`src/rtl/div16x8_seq.sv`:
```
// Sequential radix-2 restoring divider: 2*DW-bit dividend / DW-bit divisor, one quotient bit
// per clock. Optional DIV_SELFCHECK_EN adds chk_err, a multiply-back check of each result.
module div16x8_seq #(
   parameter int unsigned DW = 8
) (
   input  logic            clk,
   input  logic            rst,
   input  logic            in_valid,
   output logic            in_ready,
   input  logic [2*DW-1:0] dividend,
   input  logic [DW-1:0]   divisor,
   output logic            out_valid,
   input  logic            out_ready,
   output logic [DW-1:0]   quot,
   output logic [DW-1:0]   rem,
   output logic            div_zero,
`ifdef DIV_SELFCHECK_EN
   output logic            ovf,
   output logic            chk_err
`else
   output logic            ovf
`endif
);

   localparam logic [DW-1:0] LastStep = DW'(DW - 1);

   typedef enum logic [1:0] {StIdle, StCalc, StDone} state_e;

   state_e state_q, state_d;

   logic [DW-1:0] p_q, p_d;
   logic [DW-1:0] sh_q, sh_d;
   logic [DW-1:0] cnt_q, cnt_d;
   logic [DW-1:0] dvsr_q, dvsr_d;
   logic [DW-1:0] quot_q, quot_d;
   logic [DW-1:0] rem_q, rem_d;
   logic          div_zero_q, div_zero_d;
   logic          ovf_q, ovf_d;

   logic          accept;
   logic          is_zero;
   logic          is_ovf;
   logic [DW:0]   p_shift;
   logic [DW-1:0] p_sub;
   logic [DW-1:0] p_step;
   logic          q_bit;

   assign accept  = in_valid && (state_q == StIdle);
   assign is_zero = (divisor == '0);
   assign is_ovf  = (dividend[2*DW-1:DW] >= divisor);

   // The stored partial remainder is always below the divisor, so DW bits hold it; only the
   // shifted value P' needs the extra bit. The subtraction is modular since its result < divisor.
   assign p_shift = {p_q, sh_q[DW-1]};
   assign q_bit   = (p_shift >= {1'b0, dvsr_q});
   assign p_sub   = p_shift[DW-1:0] - dvsr_q;
   assign p_step  = q_bit ? p_sub : p_shift[DW-1:0];

   // State register
   always_ff @(posedge clk) begin
      if (rst) begin
         state_q <= StIdle;
      end else begin
         state_q <= state_d;
      end
   end

   // Next-state logic
   always_comb begin
      state_d = state_q;
      unique case (state_q)
         StIdle: begin
            if (in_valid) begin
               state_d = (is_zero || is_ovf) ? StDone : StCalc;
            end
         end
         StCalc: begin
            if (cnt_q == LastStep) begin
               state_d = StDone;
            end
         end
         StDone: begin
            if (out_ready) begin
               state_d = StIdle;
            end
         end
         default: state_d = StIdle;
      endcase
   end

   // Output logic
   always_comb begin
      in_ready  = (state_q == StIdle);
      out_valid = (state_q == StDone);
   end

   assign quot     = quot_q;
   assign rem      = rem_q;
   assign div_zero = div_zero_q;
   assign ovf      = ovf_q;

   always_comb begin
      p_d        = p_q;
      sh_d       = sh_q;
      cnt_d      = cnt_q;
      dvsr_d     = dvsr_q;
      quot_d     = quot_q;
      rem_d      = rem_q;
      div_zero_d = div_zero_q;
      ovf_d      = ovf_q;
      if (accept) begin
         dvsr_d     = divisor;
         p_d        = dividend[2*DW-1:DW];
         sh_d       = dividend[DW-1:0];
         cnt_d      = '0;
         quot_d     = '0;
         rem_d      = '0;
         div_zero_d = 1'b0;
         ovf_d      = 1'b0;
         if (is_zero) begin
            quot_d     = '1;
            rem_d      = dividend[DW-1:0];
            div_zero_d = 1'b1;
         end else if (is_ovf) begin
            quot_d = '1;
            ovf_d  = 1'b1;
         end
      end else if (state_q == StCalc) begin
         p_d   = p_step;
         sh_d  = {sh_q[DW-2:0], q_bit};
         cnt_d = cnt_q + 1'b1;
         if (cnt_q == LastStep) begin
            quot_d = {sh_q[DW-2:0], q_bit};
            rem_d  = p_step;
         end
      end
   end

   always_ff @(posedge clk) begin
      if (rst) begin
         p_q        <= '0;
         sh_q       <= '0;
         cnt_q      <= '0;
         dvsr_q     <= '0;
         quot_q     <= '0;
         rem_q      <= '0;
         div_zero_q <= 1'b0;
         ovf_q      <= 1'b0;
      end else begin
         p_q        <= p_d;
         sh_q       <= sh_d;
         cnt_q      <= cnt_d;
         dvsr_q     <= dvsr_d;
         quot_q     <= quot_d;
         rem_q      <= rem_d;
         div_zero_q <= div_zero_d;
         ovf_q      <= ovf_d;
      end
   end

`ifdef DIV_SELFCHECK_EN
   logic [2*DW-1:0] dvd_q, dvd_d;
   logic [2*DW:0]   chk_sum;

   always_comb begin
      dvd_d = dvd_q;
      if (accept) begin
         dvd_d = dividend;
      end
   end

   always_ff @(posedge clk) begin
      if (rst) begin
         dvd_q <= '0;
      end else begin
         dvd_q <= dvd_d;
      end
   end

   always_comb begin
      chk_sum = {{(DW+1){1'b0}}, quot_q} * {{(DW+1){1'b0}}, dvsr_q}
              + {{(DW+1){1'b0}}, rem_q};
      chk_err = out_valid && !div_zero_q && !ovf_q
             && ((chk_sum != {1'b0, dvd_q}) || (rem_q >= dvsr_q));
   end
`endif

endmodule
```
`config.mk`:
```
export PLATFORM = sky130hd
export DESIGN_NAME = div16x8_seq
export DESIGN_NICKNAME = d
export VERILOG_FILES = /design/src/rtl/div16x8_seq.sv
export SDC_FILE = /design/constraint.sdc
export NUM_CORES = 1
export LEC_CHECK = 0
export ABC_AREA = 1
export CAP_MARGIN = 40
export CORE_ASPECT_RATIO = 1.4
export CORE_UTILIZATION = 45
export CTS_CLUSTER_SIZE = 30
export DETAILED_ROUTE_END_ITERATION = 10
export PLACE_DENSITY = 0.69
export SETUP_SLACK_MARGIN = 0.5
export SYNTH_ARGS = -nofsm -noshare
export SYNTH_HDL_FRONTEND = slang
export SYNTH_SLANG_ARGS = --single-unit
export TNS_END_PERCENT = 50
```
`constraint.sdc`:
```
create_clock -name clk -period 2.1 [get_ports clk]
set_clock_uncertainty 0.15 [all_clocks]
set_input_delay 0.315 -clock clk [delete_from_list [all_inputs] [get_ports clk]]
set_output_delay 0.315 -clock clk [all_outputs]
set_load 0.01 [all_outputs]
```
==> metrics list, run 1 <==
* Sum of overflow across all layers after global routing: 0
* Number of nets still failing antenna checks after routing: 0
* Number of maximum-capacitance constraint violations: 0
- All-layer global routing usage: between 20% and 30%
- After routing, the total negative slack on setup checks comes to 0 ns.
* Met3 track utilization from global routing: 2.90%
* Max Root-Sink Buffers: 2
- Port-buffer cells: 47
- Standard-cell rows: 35
- The final layout contains a little under 600 nets.
* Setup repair after global routing missed its margin: yes
- Placed cell count: just under 600
- Global-route met1 utilization: between 30% and 40%
- At the end of routability-driven placement, the weighted congestion stood at ~0.84.
- In this design, the critical path's most frequently occurring cell is sky130_fd_sc_hd__nor2_4.
- The number of global-route vias before repair is 3300.
* Mean instance size in the synthesized netlist: slightly above 7 um^2
* Ant diodes: 0
* I/O Pins: 48
* Layer with the highest usage after global routing: met2
* Run status: complete, no violations
- For this run, the number of Yosys warnings is 0.
- Slew at the pin closest to its max-slew limit: roughly 0.32 ns
* Overall die height: ~100 um
- Violation count after the first detailed-routing iteration: between 100 and 150
- The worst setup path is launched from a flop.
* Buffer cell driving the clock tree root: sky130_fd_sc_hd__clkbuf_8
* Global-route wire length before repair: ~15000 um
- Worst-skew pair later-pin latency: between 0.3 and 0.4 ns
- Clock input transition at the sequential cells of the worst setup and hold paths: 0.11 ns
- Counting every net in the synthesized netlist gives 487.
- TritonCTS created 5 clock buffers.
- The worst path uses 93.3% of the clock period.
* Largest stage delay on the critical path: around 0.35 ns
- The tightest hold path in the finished design has a slack of around 0.26 ns.
- The min-delay analysis places its worst path in the category input pin to flop.
- Die footprint: 7280 um^2
* Maximum number of pins on one net before global-route repair: 27
* Chip width: approximately 72 um
- In the routed layout, each cell is associated on average with a via count of between 5 and 6.
* Filler Cells Inserted: ~530
- The library cell used most frequently in the layout, excluding fill and tap cells, is sky130_fd_sc_hd__nand2_1.
- Share of total power in the clock network: 13.7%
* Final standard cell count with taps included and fillers excluded: between 600 and 700
- STA classifies the critical path endpoint as a flop.
- Leaving out fill and tap cells, the most frequent cells in the layout are sky130_fd_sc_hd__nand2_1, sky130_fd_sc_hd__inv_1, sky130_fd_sc_hd__buf_4.
- Dividing total power by cell area gives a power density of ~1000 nW/um^2.
* Arr. time, crit path: between 2 and 2.5 ns
- After legalization and detailed placement, the total HPWL measured approximately 6000 um.
* Final Hold Violating Endpoints: 0
* Kind of cell adding the most delay to the critical path: simple AND/OR/NAND/NOR gates
- Cells after Synth: between 400 and 500
* Remaining max-slew budget at the tightest pin: approximately 79%
* Crit path max-delay cell type: sky130_fd_sc_hd__dfxtp_2
- Count of hold buffers inserted by post-cts repair: 0
- Highest Clock Rate: between 500 and 600 MHz
* Share of synthesized area occupied by flip-flops and latches: around a third
* Fraction of final layout cells sized beyond drive strength 1: between 30% and 40%
- After detailed routing, the number of remaining DRC violations is 0.
- Via count: around 3300
* IR Drop Worst-Case VDD: slightly below 0.5 mV
- Initial cell density of the core: a little under half
- 1st-pass router iterations: 7
- Power Internal: 2.65 mW
- # H-tree levels: 2
- The analysis attributes to net switching a power of between 1.5 and 2 mW.
- Register bit total from synthesis: 52
- Initial antenna violation count: 0
* Setup violations, final: 0
* Power share of the combinational group: about three fifths
- Cell area after synthesis: approximately 3100 um^2
- TritonCTS built the clock tree.
- Number of distinct library cells after synthesis: 39
- CTS sink cnt: 52
- The worst setup path is of the flop to flop kind.
- The signal on the critical path passes through inv_2, ha_4, inv_4, nor2_4, nand3_2, nor2_4, nor2_4, buf_12, nand2_8, buf_6, nand4_1, nand3_2, nand2_1, inv_1.
- Number of slew-limit violations in the final report: 0
* Worst Path Max Fanout: 7
* Synth-to-Final Area Change: 48.7%
* Total length of routed wires: 9240 um
- Met2 capacity usage during global routing: roughly 47%
- Average wire length per cell after detail routing: between 10 and 15 um
- Data on the critical path is required at its endpoint by 2.22 ns.
- Clock period minus final worst setup slack: between 1.5 and 2 ns
* Buf+Inv Stages, Crit Path: 5
- Sequential cell fraction of total power: approximately 28%
- Leakage power summed over all cells: just over 2 nW
* Switch share: a little over two fifths
- Placeable Area: ~6700 um^2
## cell usage after synthesis, drive strengths merged
master / instances / area share, %
nand4: 6 / 1.2
a22oi: 1 / 0.24
fa: 1 / 0.64
or2: 1 / 0.20
nor3b: 1 / 0.24
nand2: 92 / 13
o31ai: 1 / 0.24
nor3: 3 / 0.64
inv: 71 / 8.5
xnor2: 2 / 0.56
dlygate4sd1: 1 / 0.28
o21ai: 41 / 6.6
o21a: 1 / 0.24
nand3: 33 / 5.6
clkbuf: 5 / 0.92
a31oi: 13 / 2.6
xor2: 3 / 0.84
nor2: 35 / 5.6
dfxtp: 52 / 33
buf: 11 / 3.2
ha: 17 / 6.8
o22ai: 1 / 0.20
a22o: 4 / 1.1
o211ai: 1 / 0.24
a21oi: 44 / 7.2
## registers in the layout, indices dropped and copies added (netlist names)
register  count
cnt_q         8
dvsr_q        8
p_q           8
quot          8
rem           8
sh_q          8
state_q       2
div_zero      1
ovf           1
## path summary, 6_finish.rpt
kind | startpoint | end | slack, ns | cells past startpoint
max | dvsr_q[7] | quot[0] | 0.14 | 14
min reg2reg | cnt_q[7] | cnt_q[7] | 0.34 | 2
max reg2reg | dvsr_q[7] | quot[0] | 0.14 | 14
min | divisor[2] | dvsr_q[2] | 0.26 | 3
## metal layers
metal  share of wire [%]  routed length [um]
met1                  42                3870
met2                  52                4850
met3                 3.2                 299
met4                 2.4                 226
met5                   0                   0
## power by group through the flow
stage               Combinational, mW  Sequential (mW)  Clock (mW)
floorplan                        1.45             1.29           0
detailed placement               1.90             1.28           0
global route                     2.96             1.29       0.681
finish                           2.73             1.28       0.635
CTS                              2.50             1.27       0.648
global placement                 1.88             1.28           0
## cells by family after synthesis
kind of cell	Yosys count	share of synthesized area (%)
xor gates and xnor gates	5	1.40
DFF	52	33.3
and+or+nand+nor	171	26.3
buffers and inverters	88	12.9
adders and majority gates	18	7.45
AOI/OAI and AO/OA	107	18.6
## worst register-to-register path: stages (launching register included)
cell                      delay, ns
sky130_fd_sc_hd__dfxtp_2       0.35
sky130_fd_sc_hd__inv_2         0.04
sky130_fd_sc_hd__ha_4          0.28
sky130_fd_sc_hd__inv_4         0.05
sky130_fd_sc_hd__nor2_4        0.08
sky130_fd_sc_hd__nand3_2       0.09
sky130_fd_sc_hd__nor2_4        0.17
sky130_fd_sc_hd__nor2_4        0.06
sky130_fd_sc_hd__buf_12        0.13
sky130_fd_sc_hd__nand2_8       0.09
sky130_fd_sc_hd__buf_6         0.14
sky130_fd_sc_hd__nand4_1       0.10
sky130_fd_sc_hd__nand3_2       0.08
sky130_fd_sc_hd__nand2_1       0.06
sky130_fd_sc_hd__inv_1         0.06
## metrics by stage
stage	power (mW)	instance area [um^2]	worst slack (ns)	utilization [%]
after floorplan	2.74	3240	0.408	-
after global placement	3.16	3910	-0.234	58.7
after detailed placement	3.19	3910	-0.264	58.7
after CTS	4.43	4500	0.233	67.5
after global routing	4.93	4640	0.0587	69.8
final	4.64	4640	0.141	69.8
## layout make-up
cell class	instances	area, um^2	area share [%]
Clock inverter	3	33.8	0.727
Tap cell	92	115	2.48
Inverter	71	279	6.01
Clock buffer	5	68.8	1.48
Timing Repair Buffer	107	1010	21.7
Sequential cell	52	1070	23.0
Multi-Input combinational cell	301	2070	44.6
## repair_timing
item / in CTS / in global routing
setup endpoints to repair: 57 / 59
pin swaps: 43 / 26
resized for setup: 103 / 33
setup buffers: 24 / 8
cloned: 1 / 0
Note: power is estimated with default switching activity, not from simulation.
==> inputs of run 2 (changes only) <==
--- a/config.mk
+++ b/config.mk
@@ -16,4 +16,3 @@
 export SYNTH_ARGS = -nofsm -noshare
 export SYNTH_HDL_FRONTEND = slang
 export SYNTH_SLANG_ARGS = --single-unit
-export TNS_END_PERCENT = 50
==> constraint.sdc (replaced) <==
create_clock -name clk -period 2.2 [get_ports clk]
set_clock_uncertainty 0.15 [all_clocks]
set_input_delay 0.33 -clock clk [delete_from_list [all_inputs] [get_ports clk]]
set_output_delay 0.33 -clock clk [all_outputs]
set_load 0.01 [all_outputs]
==> metrics list, run 2 (synthesized netlist as in run 1, its figures left out) <==
- The run finished with clean final reports.
- Once detail routing completed, the nets flagged for antenna violations numbered 0.
* Number of buffers created by CTS: 5
- The sequential cells in the finished layout cover a total of between 1000 and 1500 um^2.
- Dividing the detail-routed via count by the number of cells gives 5.47.
- Pin placement for this block handled between 40 and 50 I/O pins.
* Clock input transition at the sequential cells of the worst setup and hold paths: ~0.10 ns
* Worst hold slack across all endpoints: 0.280 ns
- Final #Nets: about 600
- # H-tree levels: 2
- Overall die height: approximately 100 um
* Average wire length per cell after detail routing: 16.4 um
- Synth-to-Final Area Change: 55.0%
* Setup violations, final: 0
- Across every metal layer, demand over resource in global routing totals roughly 27%.
- Across all register-to-register paths, the minimum setup slack is between 0.2 and 0.25 ns.
- The clock network is responsible for 14.1% of the overall power.
- The initial antenna violation count came to 0.
- Worst-skew pair later-pin latency: 0.31 ns
- Port-buffer cells: 47
* DR DRC count: 0
- Dividing total power by cell area gives a power density of approximately 1000 nW/um^2.
* Commonest non-fill, non-tap cells in the layout: sky130_fd_sc_hd__nand2_1, sky130_fd_sc_hd__buf_4, sky130_fd_sc_hd__inv_1
- Measured along the x axis, the die boundary spans 72.4 um.
- IR Drop Worst-Case VDD: about 0.55 mV
- The post-route netlist has a little over two fifths of its cells at a drive strength greater than 1.
- Initial cell density of the core: between 40 and 50%
- Number of slew-limit violations in the final report: 0
* DP Wirelength: just over 6000 um
- Largest stage delay on the critical path: around 0.40 ns
- Total placed instance area: 3860 um^2
- Endpoint required time on the critical path: ~2.3 ns
* Setup repair after global routing missed its margin: yes
- Met3 track utilization from global routing: under 10%
- Buffer cell driving the clock tree root: sky130_fd_sc_hd__clkbuf_8
- Sum of overflow across all layers after global routing: 0
- Layer with the highest usage after global routing: met2
- Standard-cell rows: 35
- Max-cap violations in this run came to 0.
* Ant diodes: 0
- For this design, the sink count on the clock tree is 52.
* Placeable Area: roughly 6700 um^2
- No sink is reached through more buffers than the 2 on the longest clock path.
- Net switching power: ~2.3 mW
- Traced cell by cell, the critical path runs through ha_4, nand2_2, inv_1, nand2_2, nand3_4, buf_12, nand2_4, nand3_1, nand2_2, nand3_2, a21oi_2.
- For this run, global-route usage on met2 was measured as 50.0%.
- The critical path contains buffers and inverters numbering 2 combined.
- Final Hold Violating Endpoints: 0
- GPL Wtd Cong: ~0.9
* Power Internal: between 2 and 3 mW
- CP Capture Type: flop
- Buffers inserted to repair hold after CTS numbered 0.
* 1st-pass router iterations: 6
* Clock period minus final worst setup slack: ~2 ns
- The die covers between 7000 and 8000 um^2.
- On the critical path the largest part of the delay comes from simple AND/OR/NAND/NOR gates.
* Area used by multi-input combinational logic: 2280 um^2
- After filler insertion, the fill cell instance count of the layout stands at around 500.
- Leakage power summed over all cells: roughly 2.2 nW
- The number of global-route vias before repair is 3355.
- Kind of start point of the critical path: flop
- Of the available clock period, the critical path in the final layout requires about nine tenths.
* Crit path max-delay cell type: sky130_fd_sc_hd__dfxtp_2
- The detailed router finished its first iteration with about 190 violations.
- Worst Path Max Fanout: 4
- Switch share: 44.4%
- The cell that appears most often on the critical path is sky130_fd_sc_hd__nand2_2.
- Power share of the combinational group: approximately 62%
* Total length of routed wires: approximately 10000 um
- Worst min-delay path class: input pin to flop
* Arr. time, crit path: ~2.1 ns
- Final Instance Area: about 4800 um^2
- Most common library cell in the layout ignoring fill and taps: sky130_fd_sc_hd__nand2_1
* Slew at the pin closest to its max-slew limit: between 0.3 and 0.4 ns
* Global-route met1 utilization: a little under a third
- Sequential cell fraction of total power: 24.3%
- Remaining max-slew budget at the tightest pin: 74.9%
- Entering global routing, the biggest net connects 22 pins.
* Global-route wire length before repair: 15400 um
- Timing would allow up to around 500 MHz.
* Path type of the worst setup path: flop to flop
- TritonCTS built the clock tree.
- Power Total: between 5 and 6 mW
- Across all layers, the routed design uses roughly 3500 vias.
## run 2: changes by cell type in the layout (fill, tap and decap cells not counted), moves of 3 or more
cell	change
sky130_fd_sc_hd__inv_1	-3
sky130_fd_sc_hd__clkdlybuf4s50_1	-10
sky130_fd_sc_hd__dfxtp_2	+3
sky130_fd_sc_hd__nand3_1	-6
sky130_fd_sc_hd__dlymetal6s2s_1	+10
sky130_fd_sc_hd__dlygate4sd2_1	+4
sky130_fd_sc_hd__a21oi_1	-11
sky130_fd_sc_hd__inv_2	+3
sky130_fd_sc_hd__nand2_2	-3
sky130_fd_sc_hd__nand2_1	-5
sky130_fd_sc_hd__a21oi_2	+11
sky130_fd_sc_hd__nand2_4	+8
sky130_fd_sc_hd__nor2_1	-3
sky130_fd_sc_hd__nand3_2	+4
## run 2: power by group through the flow
stage	registers [mW]	logic (mW)	clock network (mW)
6_report	1.24	3.13	0.718
3_5_place_dp	1.23	1.80	0
4_1_cts	1.22	2.68	0.717
5_1_grt	1.25	3.33	0.757
3_3_place_gp	1.22	1.78	0
2_1_floorplan	1.22	1.37	0
## run 2: cell type report
class / instances / share of cell area, %
Sequential cell: 52 / 22.0
Multi-Input combinational cell: 303 / 47.2
Clock inverter: 2 / 0.801
Clock buffer: 6 / 1.71
Inverter: 71 / 5.76
Timing Repair Buffer: 106 / 20.1
Tap cell: 92 / 2.38
## run 2: worst paths after layout
| check | startpoint | end | depth (start not counted) |
|---|---|---|---|
| setup / recovery | p_q[2] | p_q[2] | 11 |
| setup reg to reg | p_q[2] | p_q[2] | 11 |
| hold / removal | divisor[0] | dvsr_q[0] | 3 |
| hold reg to reg | cnt_q[2] | cnt_q[2] | 2 |
## run 2: through the flow
stage	cells	setup TNS (ns)	setup slack, ns	utilization (%)
after global routing	632	0	0.138	72.7
final	632	0	0.205	72.7
after floorplan	441	0	0.496	-
after detailed placement	588	-1.32	-0.223	58.0
after global placement	588	-0.849	-0.174	58.0
after CTS	622	0	0.359	68.3
## run 2: metal layers
layer  vias to the layer above  part of all wire (%)
met1                      1639                    39
li1                       1639                     -
met3                        36                   4.6
met2                       146                    53
met4                         0                   3.7
met5                         -                     0
## run 2: timing repair
action / CTS / global route
setup buffers: 24 / 10
setup endpoints to repair: 38 / 46
pin swaps: 42 / 46
cloned: 2 / 0
resized for setup: 115 / 73
## run 2: worst register-to-register path: stages (launching register included)
cell                      delay (ns)
sky130_fd_sc_hd__dfxtp_2        0.40
sky130_fd_sc_hd__ha_4           0.23
sky130_fd_sc_hd__nand2_2        0.09
sky130_fd_sc_hd__inv_1          0.07
sky130_fd_sc_hd__nand2_2        0.10
sky130_fd_sc_hd__nand3_4        0.14
sky130_fd_sc_hd__buf_12         0.17
sky130_fd_sc_hd__nand2_4        0.09
sky130_fd_sc_hd__nand3_1        0.15
sky130_fd_sc_hd__nand2_2        0.14
sky130_fd_sc_hd__nand3_2        0.07
sky130_fd_sc_hd__a21oi_2        0.15
==> inputs of run 3 (changes only) <==
--- a/config.mk
+++ b/config.mk
@@ -13,6 +13,7 @@
 export DETAILED_ROUTE_END_ITERATION = 10
 export PLACE_DENSITY = 0.69
 export SETUP_SLACK_MARGIN = 0.5
+export SKIP_LAST_GASP = 1
 export SYNTH_ARGS = -nofsm -noshare
 export SYNTH_HDL_FRONTEND = slang
 export SYNTH_SLANG_ARGS = --single-unit
==> constraint.sdc (replaced) <==
create_clock -name clk -period 2.06 [get_ports clk]
set_clock_uncertainty 0.15 [all_clocks]
set_input_delay 0.309 -clock clk [delete_from_list [all_inputs] [get_ports clk]]
set_output_delay 0.309 -clock clk [all_outputs]
set_load 0.01 [all_outputs]
==> metrics list, run 3 (synthesized netlist as in run 1, its figures left out) <==
* Setup Slack @ Placement: -0.281 ns
- Leaving out fill and tap cells, the most frequent cell in the layout is sky130_fd_sc_hd__buf_4.
* Filler Cells Inserted: between 400 and 500
- Total length of routed wires: between 10000 and 15000 um
- Sum of overflow across all layers after global routing: 0
- The tool flagged a number of max-cap violations equal to 0.
* Ant diodes: 0
* Number of buffers created by CTS: 5
* Global-route met1 utilization: a little under a third
- The first global-routing pass estimated about 16000 um of wire.
* Met2 capacity usage during global routing: 52.0%
* Number of cells traversed by the worst register-to-register path: 10
- In this run the power density over the cells is roughly 1100 nW/um^2.
- Global routing consumed, over all layers together, between 20% and 30% of the routing resources.
- Measured against its own limit, the worst slew margin works out to 62.9%.
- By startpoint and endpoint, the worst setup path is classified as flop to flop.
- GPL Wtd Cong: between 0.8 and 0.9
* Beginning of the worst register-to-register path: p_q[5]
- The clock passes through at most 2 buffers.
- Worst min-delay path class: input pin to flop
* Clock period minus final worst setup slack: about 2 ns
* Run status: complete, no violations
- CTS built an H-tree with a depth of 2.
- Setup violations remaining at the end of the flow were counted as 0.
- At the pin with the least slew margin, the transition time is roughly 0.56 ns.
* Number of cells on the worst hold path: 3
- For this block, the via count after detailed routing is about 3700.
- Final Hold Violating Endpoints: 0
* Violation count after the first detailed-routing iteration: 299
* Via count of the first global-routing pass: 3539
- The initial utilization of the core area, before any placement, comes to 46.9%.
- TritonCTS built the clock tree.
- The final number of max-transition violations is 0.
- In the routed layout, each cell is associated on average with a via count of between 5 and 6.
- In this run the most critical hold path is launched from divisor[0].
- Worst R2R Setup Slack: around 0.061 ns
- Clock tree synthesis found a total of 52 sinks.
* Final setup margin: 0.0613 ns
- Setup repair after global routing could not meet its margin everywhere.
- After global routing, the most crowded layer is met2.
* Placed cell count: between 500 and 600
- Die footprint: 7280 um^2
- The pre-antenna-repair detailed-routing pass consisted of 5 iterations.
- Final #Nets: around 600
- DR DRC count: 0
- Fraction of final layout cells sized beyond drive strength 1: between 50% and 60%
- Endpoint required time on the critical path: approximately 2.1 ns
* Kind of start point of the critical path: flop
* Worst-skew pair later-pin latency: around 0.32 ns
- The floorplan has 35 rows.
- Excluding fillers, the count of instances in the completed layout stands at roughly 660.
* Worst Path Max Fanout: 4
- Endpoint with the worst hold slack: dvsr_q[0]
- From left edge to right edge, the die measures 72.4 um.
* Overall die height: between 100 and 150 um
* DP Wirelength: approximately 6300 um
* CP Capture Type: flop
- Average wire length per cell after detail routing: between 15 and 20 um
* Initial antenna violation count: 0
- Buffers placed on the I/O ports in this run total 47.
- Number of nets still failing antenna checks after routing: 0
- Global routing used roughly 3.2% of the available met3 tracks.
* Commonest non-fill, non-tap cells in the layout: sky130_fd_sc_hd__buf_4, sky130_fd_sc_hd__nand2_1, sky130_fd_sc_hd__inv_1
* IR Drop Worst-Case VDD: between 0.5 and 0.6 mV
* Maximum number of pins on one net before global-route repair: 24
* Leakage power summed over all cells: approximately 2.3 nW
* Placeable Area: about 6700 um^2
* Final Instance Area: between 5000 and 6000 um^2
- Static timing analysis puts the maximum clock frequency at 500 MHz.
- Clock input transition at the sequential cells of the worst setup and hold paths: 0.11 ns
- For this design the top-level I/O count stands at 48.
* Arr. time, crit path: ~2.0 ns
* Synth-to-Final Area Change: 69.5%
* Total placed instance area: around 4000 um^2
* Buffer cell driving the clock tree root: sky130_fd_sc_hd__clkbuf_8
- Portion of the clock cycle consumed by the worst path in the final layout: a little over nine tenths
* Capturing point of the worst reg2reg path: p_q[7]
-- run 3: worst max-delay path by stage --
stage | from | to | slack (ns) | cells after the start
finish | p_q[5] | p_q[7] | 0.06 | 10
global route | dvsr_q[3] | p_q[7] | -0.007 | 12
CTS | sh_q[7] | p_q[6] | 0.21 | 12
detailed placement | divisor[1] | quot[0] | -0.28 | 11
global placement | divisor[7] | quot[0] | -0.23 | 12
floorplan | dvsr_q[7] | p_q[6] | 0.37 | 13
-- run 3: final cells by class --
cell class	instances	area (um^2)	area share [%]
Tap cell	92	115	2.17
Multi-Input combinational cell	303	2490	47.0
Clock inverter	2	38.8	0.733
Inverter	71	302	5.69
Timing Repair Buffer	131	1180	22.2
Sequential cell	52	1070	20.3
Clock buffer	6	82.6	1.56
Timing Repair inverter	2	17.5	0.331
-- run 3: timing repair --
item,4_1_cts,5_1_grt
buffers inserted,25,25
pin swaps,57,72
resized for setup,170,134
hold buffers,0,0
endpoints found under the setup margin,56,45
cloned,3,4
-- run 3: per-layer routing --
layer | vias to the layer above | routed length (um)
li1 | 1700 | -
met1 | 1757 | 4430
met2 | 169 | 6270
met3 | 69 | 528
met4 | 0 | 781
met5 | - | 0
-- run 3: worst max-delay path, cell delays in order, from the launching register on --
cell	delay (ns)
sky130_fd_sc_hd__dfxtp_4	0.37
sky130_fd_sc_hd__ha_4	0.26
sky130_fd_sc_hd__nand2_2	0.08
sky130_fd_sc_hd__nand2_2	0.06
sky130_fd_sc_hd__buf_4	0.13
sky130_fd_sc_hd__a21oi_1	0.26
sky130_fd_sc_hd__nand2_1	0.14
sky130_fd_sc_hd__nand2_1	0.11
sky130_fd_sc_hd__nand3_2	0.11
sky130_fd_sc_hd__nand3_2	0.11
sky130_fd_sc_hd__a21oi_2	0.08
-- run 3: through the flow --
stage | hold slack (ns) | utilization, % | total power, mW | setup TNS, ns
finish | 0.169 | 79.5 | 5.71 | 0
global route | 0.180 | 79.5 | 5.97 | -0.00718
CTS | 0.224 | 70.8 | 4.85 | 0
detailed placement | 0.321 | 59.4 | 3.30 | -2.12
global placement | 0.311 | 59.4 | 3.27 | -1.60
floorplan | 0.294 | - | 2.79 | 0
-- run 3: power breakdown --
group | internal (mW) | switching [mW] | total (mW) | leakage [nW]
Combinational | 1.56 | 2.03 | 3.60 | 1.84
Clock | 0.398 | 0.378 | 0.776 | 0.0614
Sequential | 1.18 | 0.156 | 1.34 | 0.436
Total | 3.14 | 2.57 | 5.71 | 2.34
